<file path="config.mk">
export PLATFORM = sky130hd
export DESIGN_NAME = dram_seq_arb
export DESIGN_NICKNAME = d
export VERILOG_FILES = /design/src/rtl/dram_seq_arb.sv
export SDC_FILE = /design/constraint.sdc
export NUM_CORES = 1
export LEC_CHECK = 0
export ABC_AREA = 0
export CORE_MARGIN = 2
export CORE_UTILIZATION = 50
export CTS_BUF_LIST = sky130_fd_sc_hd__clkbuf_8 sky130_fd_sc_hd__clkbuf_16
export DETAILED_ROUTE_END_ITERATION = 6
export DONT_BUFFER_PORTS = 1
export PLACE_DENSITY = 0.73
export SLEW_MARGIN = 40
export SYNTH_ARGS = -nofsm -noshare
export SYNTH_HDL_FRONTEND = slang
export SYNTH_SLANG_ARGS = --single-unit
</file>
<file path="constraint.sdc">
create_clock -name pin_clk -period 2.45 [get_ports pin_clk]
set_clock_uncertainty 0.15 [all_clocks]
set_input_delay 0.49 -clock pin_clk [delete_from_list [all_inputs] [get_ports pin_clk]]
set_output_delay 0.49 -clock pin_clk [all_outputs]
set_load 0.02 [all_outputs]
</file>
<file path="src/rtl/dram_seq_arb.sv">
// Single-bank RU6 DRAM sequencer: CPU/video arbitration plus RAS-only refresh timer.
// Optional macro DRAM_SEQ_FAIR_EN selects round-robin video/CPU arbitration (default: video > CPU).
module dram_seq_arb #(
  parameter int T_RCD      = 2,
  parameter int T_CAS      = 2,
  parameter int T_RP       = 2,
  parameter int REF_PERIOD = 250
) (
  input  logic        pin_clk,
  input  logic        pin_rst,
  input  logic        cpu_req,
  input  logic        cpu_we,
  input  logic [13:0] cpu_addr,
  input  logic [7:0]  cpu_wdata,
  output logic        cpu_ack,
  output logic [7:0]  cpu_rdata,
  input  logic        vid_req,
  input  logic [13:0] vid_addr,
  output logic        vid_ack,
  output logic [7:0]  vid_rdata,
  output logic [6:0]  ram_ma,
  output logic [7:0]  ram_di,
  input  logic [7:0]  ram_do,
  output logic        ram_ras_n,
  output logic        ram_cas_n,
  output logic        ram_we_n,
  output logic        ref_miss
);

  localparam int TW   = $clog2(REF_PERIOD);
  localparam int CMAX = (T_RCD > T_CAS) ? ((T_RCD > T_RP) ? T_RCD : T_RP)
                                        : ((T_CAS > T_RP) ? T_CAS : T_RP);
  localparam int CW   = $clog2(CMAX + 1);

  localparam logic [TW-1:0] TMR_LAST = TW'(REF_PERIOD - 1);
  localparam logic [CW-1:0] RCD_LAST = CW'(T_RCD - 1);
  localparam logic [CW-1:0] CAS_LAST = CW'(T_CAS - 1);
  localparam logic [CW-1:0] RP_LAST  = CW'(T_RP - 1);

  typedef enum logic [2:0] {S_IDLE, S_ADDR, S_RAS, S_CAS, S_PRE} state_t;
  typedef enum logic [1:0] {K_REF, K_VID, K_CPU} kind_t;

  state_t         state;
  kind_t          kind;
  logic [CW-1:0]  cnt;
  logic [TW-1:0]  timer;
  logic [6:0]     ref_row;
  logic           ref_pending;
  logic [13:0]    addr;
  logic           wr;

  logic pick_vid;
  logic gnt_ref, gnt_vid, gnt_cpu;
  logic tick, ref_done;

`ifdef DRAM_SEQ_FAIR_EN
  // rr_vid = 1 means video wins the next contested IDLE.
  logic rr_vid;

  always_ff @(posedge pin_clk) begin
    if (pin_rst)      rr_vid <= 1'b1;
    else if (gnt_vid) rr_vid <= 1'b0;
    else if (gnt_cpu) rr_vid <= 1'b1;
  end

  always_comb pick_vid = vid_req && (!cpu_req || rr_vid);
`else
  always_comb pick_vid = vid_req;
`endif

  always_comb begin
    gnt_ref = 1'b0;
    gnt_vid = 1'b0;
    gnt_cpu = 1'b0;
    if (state == S_IDLE) begin
      if (ref_pending)   gnt_ref = 1'b1;
      else if (pick_vid) gnt_vid = 1'b1;
      else if (cpu_req)  gnt_cpu = 1'b1;
    end
  end

  always_comb begin
    tick     = (timer == TMR_LAST);
    ref_done = (state == S_PRE) && (cnt == RP_LAST) && (kind == K_REF);
  end

  always_ff @(posedge pin_clk) begin
    if (pin_rst) begin
      state       <= S_IDLE;
      kind        <= K_REF;
      cnt         <= '0;
      timer       <= '0;
      ref_row     <= '0;
      ref_pending <= 1'b0;
      ref_miss    <= 1'b0;
      addr        <= '0;
      wr          <= 1'b0;
      ram_ma      <= '0;
      ram_di      <= '0;
      ram_ras_n   <= 1'b1;
      ram_cas_n   <= 1'b1;
      ram_we_n    <= 1'b1;
      cpu_ack     <= 1'b0;
      vid_ack     <= 1'b0;
      cpu_rdata   <= '0;
      vid_rdata   <= '0;
    end else begin
      cpu_ack <= 1'b0;
      vid_ack <= 1'b0;

      timer <= tick ? '0 : timer + 1'b1;
      // A tick coinciding with refresh completion re-arms the request and counts as a miss.
      ref_pending <= tick | (ref_pending & ~ref_done);
      if (tick && ref_pending) ref_miss <= 1'b1;

      case (state)
        S_IDLE: begin
          ram_ras_n <= 1'b1;
          ram_cas_n <= 1'b1;
          ram_we_n  <= 1'b1;
          if (gnt_ref) begin
            kind   <= K_REF;
            wr     <= 1'b0;
            ram_ma <= ref_row;
            state  <= S_ADDR;
          end else if (gnt_vid) begin
            kind   <= K_VID;
            wr     <= 1'b0;
            addr   <= vid_addr;
            ram_ma <= vid_addr[6:0];
            state  <= S_ADDR;
          end else if (gnt_cpu) begin
            kind   <= K_CPU;
            wr     <= cpu_we;
            addr   <= cpu_addr;
            ram_ma <= cpu_addr[6:0];
            ram_di <= cpu_wdata;
            state  <= S_ADDR;
          end
        end

        S_ADDR: begin
          ram_ras_n <= 1'b0;
          ram_ma    <= (kind == K_REF) ? ref_row : addr[6:0];
          cnt       <= '0;
          state     <= S_RAS;
        end

        S_RAS: begin
          ram_ma <= (kind == K_REF) ? ref_row : addr[13:7];
          if (cnt == RCD_LAST) begin
            cnt       <= '0;
            ram_cas_n <= (kind == K_REF);
            ram_we_n  <= ~wr;
            state     <= S_CAS;
          end else begin
            cnt <= cnt + 1'b1;
          end
        end

        S_CAS: begin
          if (cnt == CAS_LAST) begin
            if (kind == K_CPU && !wr) cpu_rdata <= ram_do;
            if (kind == K_VID)        vid_rdata <= ram_do;
            cpu_ack   <= (kind == K_CPU);
            vid_ack   <= (kind == K_VID);
            ram_ras_n <= 1'b1;
            ram_cas_n <= 1'b1;
            ram_we_n  <= 1'b1;
            cnt       <= '0;
            state     <= S_PRE;
          end else begin
            cnt <= cnt + 1'b1;
          end
        end

        S_PRE: begin
          if (cnt == RP_LAST) begin
            if (kind == K_REF) ref_row <= ref_row + 1'b1;
            state <= S_IDLE;
          end else begin
            cnt <= cnt + 1'b1;
          end
        end

        default: state <= S_IDLE;
      endcase
    end
  end

endmodule
</file>
# After elaboration in Yosys (flattened, before gate mapping)

Index checks and enable logic that the tools add are counted.

Register bits: 75
Input bits: 49
Word-level logic and storage cells: 108

Add/subtract/negate cells: 3
Eq/ne operators: 13
Multiplexer cells: 39
Bitwise logic cells: 8
Reductions and logical operators: 27

Operators by type and width:

| operator              | count |
|---|---|
| $mux W7               | 5 |
| $mux W14              | 2 |
| $pmux W7 S3           | 1 |
| $mux W3               | 6 |
| $mux W1               | 15 |
| $pmux W3 S5           | 1 |
| $reduce_and A3 Y1     | 5 |
| $reduce_bool A3 Y1    | 5 |
| $mux W2               | 5 |
| $pmux W1 S3           | 3 |
| $add A8 B1 Y8 const B | 1 |
| $eq A8 B8 Y1 const B  | 1 |
| $reduce_and A2 Y1     | 4 |
| $reduce_and A4 Y1     | 2 |
| $add A7 B1 Y7 const B | 1 |
| $eq A3 B2 Y1 const B  | 2 |
| $ne A2 B2 Y1 const B  | 3 |
| $not A1 Y1            | 6 |
| $pmux W2 S3           | 1 |
| $eq A2 B1 Y1 const B  | 2 |
| $logic_and A1 B1 Y1   | 4 |
| $ne A4 B4 Y1 const B  | 1 |
| $reduce_or A2 Y1      | 2 |
| $eq A3 B1 Y1 const B  | 1 |
| other kinds (11)      | 11 |

# Depth between registers and ports, before layout

Word-level depth: 8
Mapped depth: 8
Gate-level depth less buffers: 6

# Least setup slack after synthesis

No wires, ideal clock.

Kind: register to register
Start point: register cnt[0]
End point: register cpu_rdata[7]
Library setup time: 0.128 ns
Arrival: 1.660 ns
Required time: 2.172 ns
Setup slack: 0.512 ns
Cell stages (with the launch flop): 8
Path buffers: 2
Cells stage by stage: dfxtp_1 ha_1 buf_2 nand3_1 or4_1 buf_2 mux2i_1 nor2_1

Cells in the longest elaborated chain, start to end: 2

RTL lines:

| what                               | line | RTL |
|---|---|---|
| from (decl)                        | 45   | `logic [CW-1:0] cnt;` |
| from (signal assigned)             | 157  | `cnt <= cnt + 1'b1;` |
| from (signal assigned)             | 173  | `cnt <= cnt + 1'b1;` |
| from (signal assigned)             | 182  | `cnt <= cnt + 1'b1;` |
| $eq A2 B1 Y1                       | 162  | `if (cnt == CAS_LAST) begin` |
| $reduce_and A3 Y1 (no source line) | -    |  |
| to (signal assigned)               | 163  | `if (kind == K_CPU && !wr) cpu_rdata <= ram_do;` |
| to (decl)                          | 16   | `output logic [7:0] cpu_rdata,` |

No other way between the ends.
A chain may end at the register's enable or synchronous reset.

# Worst setup path after layout

Ends and elaborated chain as after synthesis.

==> flow_metrics.env <==
export IMPL_status="finished, final reports clean"
export IMPL_drive_gt1_share_pct=12.8
export IMPL_grt_util_all_layers_pct=21.3
export IMPL_hp_class="input pin to flop"
export IMPL_cp_max_fo=9
export IMPL_synthCells=414
export IMPL_dr_pass1_iters=7
export IMPL_final_setup_tns_ns=0
export IMPL_worst_slew_pin_slew_ns=0.521
export IMPL_internal_power_mw=1.88
export IMPL_cp_arrival_ns=2.25
export IMPL_fin_crit_sh_pct=87.4
export IMPL_synth_edff_count=0
export IMPL_synth_top_area_share_pct=42.7
export IMPL_vias_per_cell=5.81
export IMPL_dieWidth_um=87.8
export IMPL_initial_core_util_pct=51.7
export IMPL_power_switching_mw=0.871
export IMPL_pwr_share_comb_pct=16.3
export IMPL_dpl_hpwl_um=5540
export IMPL_grt_setup_unrepaired="no"
export IMPL_place_gp_congestion=0.848
export IMPL_ant_nets=0
export IMPL_async_reset_ff_share_pct=0
export IMPL_grt_pass1_vias=2851
export IMPL_ys_flop_type="dfxtp_1"
export IMPL_synth_area_sq_um=3510
export IMPL_max_freq_mhz=467
export IMPL_synth_seq_cells=75
export IMPL_drc=0
export IMPL_grt_pass1_wl_um=13000
export IMPL_setup_slack_ns=0.308
export IMPL_grt_max_degree=69
export IMPL_hold_violations=0
export IMPL_r2r_setup_slack_ns=0.31
export IMPL_final_cell_mix="75 x dfxtp_1, 71 x nor2_1, 55 x nand2_1"
export IMPL_overflow=0
export IMPL_seq_area_frac_synth_pct=42.7
export IMPL_dieArea_sq_um=7710
export IMPL_fin_crit_ns=2.14
export IMPL_drt_total_wl_um=7940
export IMPL_io_buffers=0
export IMPL_p_leak_nw=1.40
export IMPL_crit_path_end_kind="flop"
export IMPL_area_growth_syn_to_layout_pct=8.23
export IMPL_criticalPathCategory="flop to flop"
export IMPL_clock_root_buffer="clkbuf_8"
export IMPL_clkLatencyLatePin_ns=0.35
export IMPL_coreArea_sq_um=6790
export IMPL_htreeDepth=3
export IMPL_cellPowerDensity_nw_per_um2=722
export IMPL_synth_largest_area_cell="dfxtp_1"
export IMPL_p_clk_share_pct=32.1
export IMPL_place_ws_ns=0.168
export IMPL_antenna_found_initial=0
export IMPL_cts_reportedPaths_clkPinSlew_ns=0.09
export IMPL_drt_iter0_drc=287
export IMPL_seqPwrFrac_pct=51.7
export IMPL_final_common_cell="dfxtp_1"
export IMPL_max_cap_violations=0
export IMPL_syn_nets=468
export IMPL_p_sw_share_pct=31.7
export IMPL_setup_viol=0
export IMPL_synthDistinctLibCells=49
export IMPL_cts_tree="built"
export IMPL_cts_max_path_buffers=2
export IMPL_numCtsBuffers=9
export IMPL_avgSynthCellArea_sq_um=8.49
export IMPL_crit_required_ns=2.55
export IMPL_die_h_um=87.8
export IMPL_n_antenna_cell=0
export IMPL_num_vias=2970
export IMPL_finish_utilization_pct=56.0
export IMPL_synth_area_leaders="dfxtp_1 43%, nor2_1 7.6%, nand2_1 5.9%, mux2i_1 4.6%, a311oi_2 3.8%"
export IMPL_power_mw=2.75
export IMPL_rows=30
export IMPL_relSlewSlack_pct=65.2
export IMPL_drv_slew=0
export IMPL_routedWlPerCell_um=15.5
export IMPL_nFillCells=632
export IMPL_layout_nets=464
export IMPL_io_pins=86
export IMPL_crit_path_start_kind="flop"
export IMPL_yosys_warnings=0
export IMPL_irDropWorstVdd_mv=0.388
export IMPL_clock_sinks=75
## final cells by class
type,count,area [sq um],area share [%]
multi-input cells,294,1810,47.7
repair buffers,16,133,3.49
clock buffers,9,124,3.26
flip-flops and latches,75,1500,39.5
clock inverters,7,58.8,1.55
inverters,14,52.6,1.38
well taps,96,120,3.16
## registers in the layout, summed over array words and instances, names as in the netlist
register     flops
addr            14
cnt              2
cpu_ack          1
cpu_rdata        8
kind             2
ram_cas_n        1
ram_di           8
ram_ma           7
ram_ras_n        1
ram_we_n         1
ref_miss         1
ref_pending      1
ref_row          7
state            3
timer            8
vid_ack          1
vid_rdata        8
wr               1
## metal layers
metal | vias to the layer above | track usage, % | routed length, um
li1 | 1437 | - | -
met1 | 1395 | 26.4 | 3560
met2 | 121 | 35.1 | 3580
met3 | 17 | 6.88 | 676
met4 | 0 | 6.99 | 134
met5 | - | 0 | 0
## worst paths after layout
kind | end | startpoint | cells after the start
worst max-delay path | cpu_rdata[7] | cnt[0] | 5
worst min-delay path | ref_row[1] | pin_rst | 1
worst max register to register | cpu_rdata[7] | cnt[0] | 5
worst min register to register | timer[0] | timer[0] | 1
## Yosys cell counts, types with 6 or more instances
cell / count
a21oi_1: 18
a311oi_1: 12
a311oi_2: 9
buf_2: 11
clkbuf_1: 15
dfxtp_1: 75
inv_1: 14
mux2i_1: 16
nand2_1: 55
nand3_1: 8
nor2_1: 71
nor2b_1: 6
nor3_1: 6
o21ai_0: 14
xnor2_1: 6
xor2_1: 7
## worst max-delay path: stages (launching register included)
cell and delay (ns):
dfxtp_1 0.41, ha_1 0.35, nand3_1 0.23, or4_4 0.66, mux2i_1 0.19, nor2_1 0.05
## kinds of logic (layout without fill, tap and decap cells)
kind of cell	Yosys count	after routing	synth area share, %
AND/OR/NAND/NOR	173	173	22.3
AO/OA/AOI/OAI	87	87	19.4
flip-flops	75	75	42.7
buffers and inverters	45	46	5.95
multiplexers	16	16	4.56
XOR/XNOR	13	13	3.24
adder cells (fa/ha/maj)	5	5	1.78
## timing repair
| item | CTS | global route |
|---|---|---|
| setup endpoints to repair | 0 | 3 |
| buffers inserted | 0 | 0 |
| gates resized for setup | 0 | 1 |
| hold buffers | 0 | 0 |
## power groups by stage
stage	registers, mW	logic (mW)	clock network (mW)
after detailed placement	1.45	0.444	0
after floorplan	1.41	0.386	0
after CTS	1.42	0.447	0.907
final	1.42	0.447	0.880
after global routing	1.43	0.503	0.953
after global placement	1.44	0.435	0
## metrics by stage
stage | instances | hold slack, ns | cell area [sq um]
finish | 511 | 0.0497 | 3800
global route | 511 | 0.0339 | 3800
CTS | 511 | 0.0289 | 3800
detailed placement | 495 | 0.314 | 3620
global placement | 495 | 0.295 | 3620
floorplan | 414 | 0.284 | 3510
Note: power is estimated with default switching activity, not from simulation.
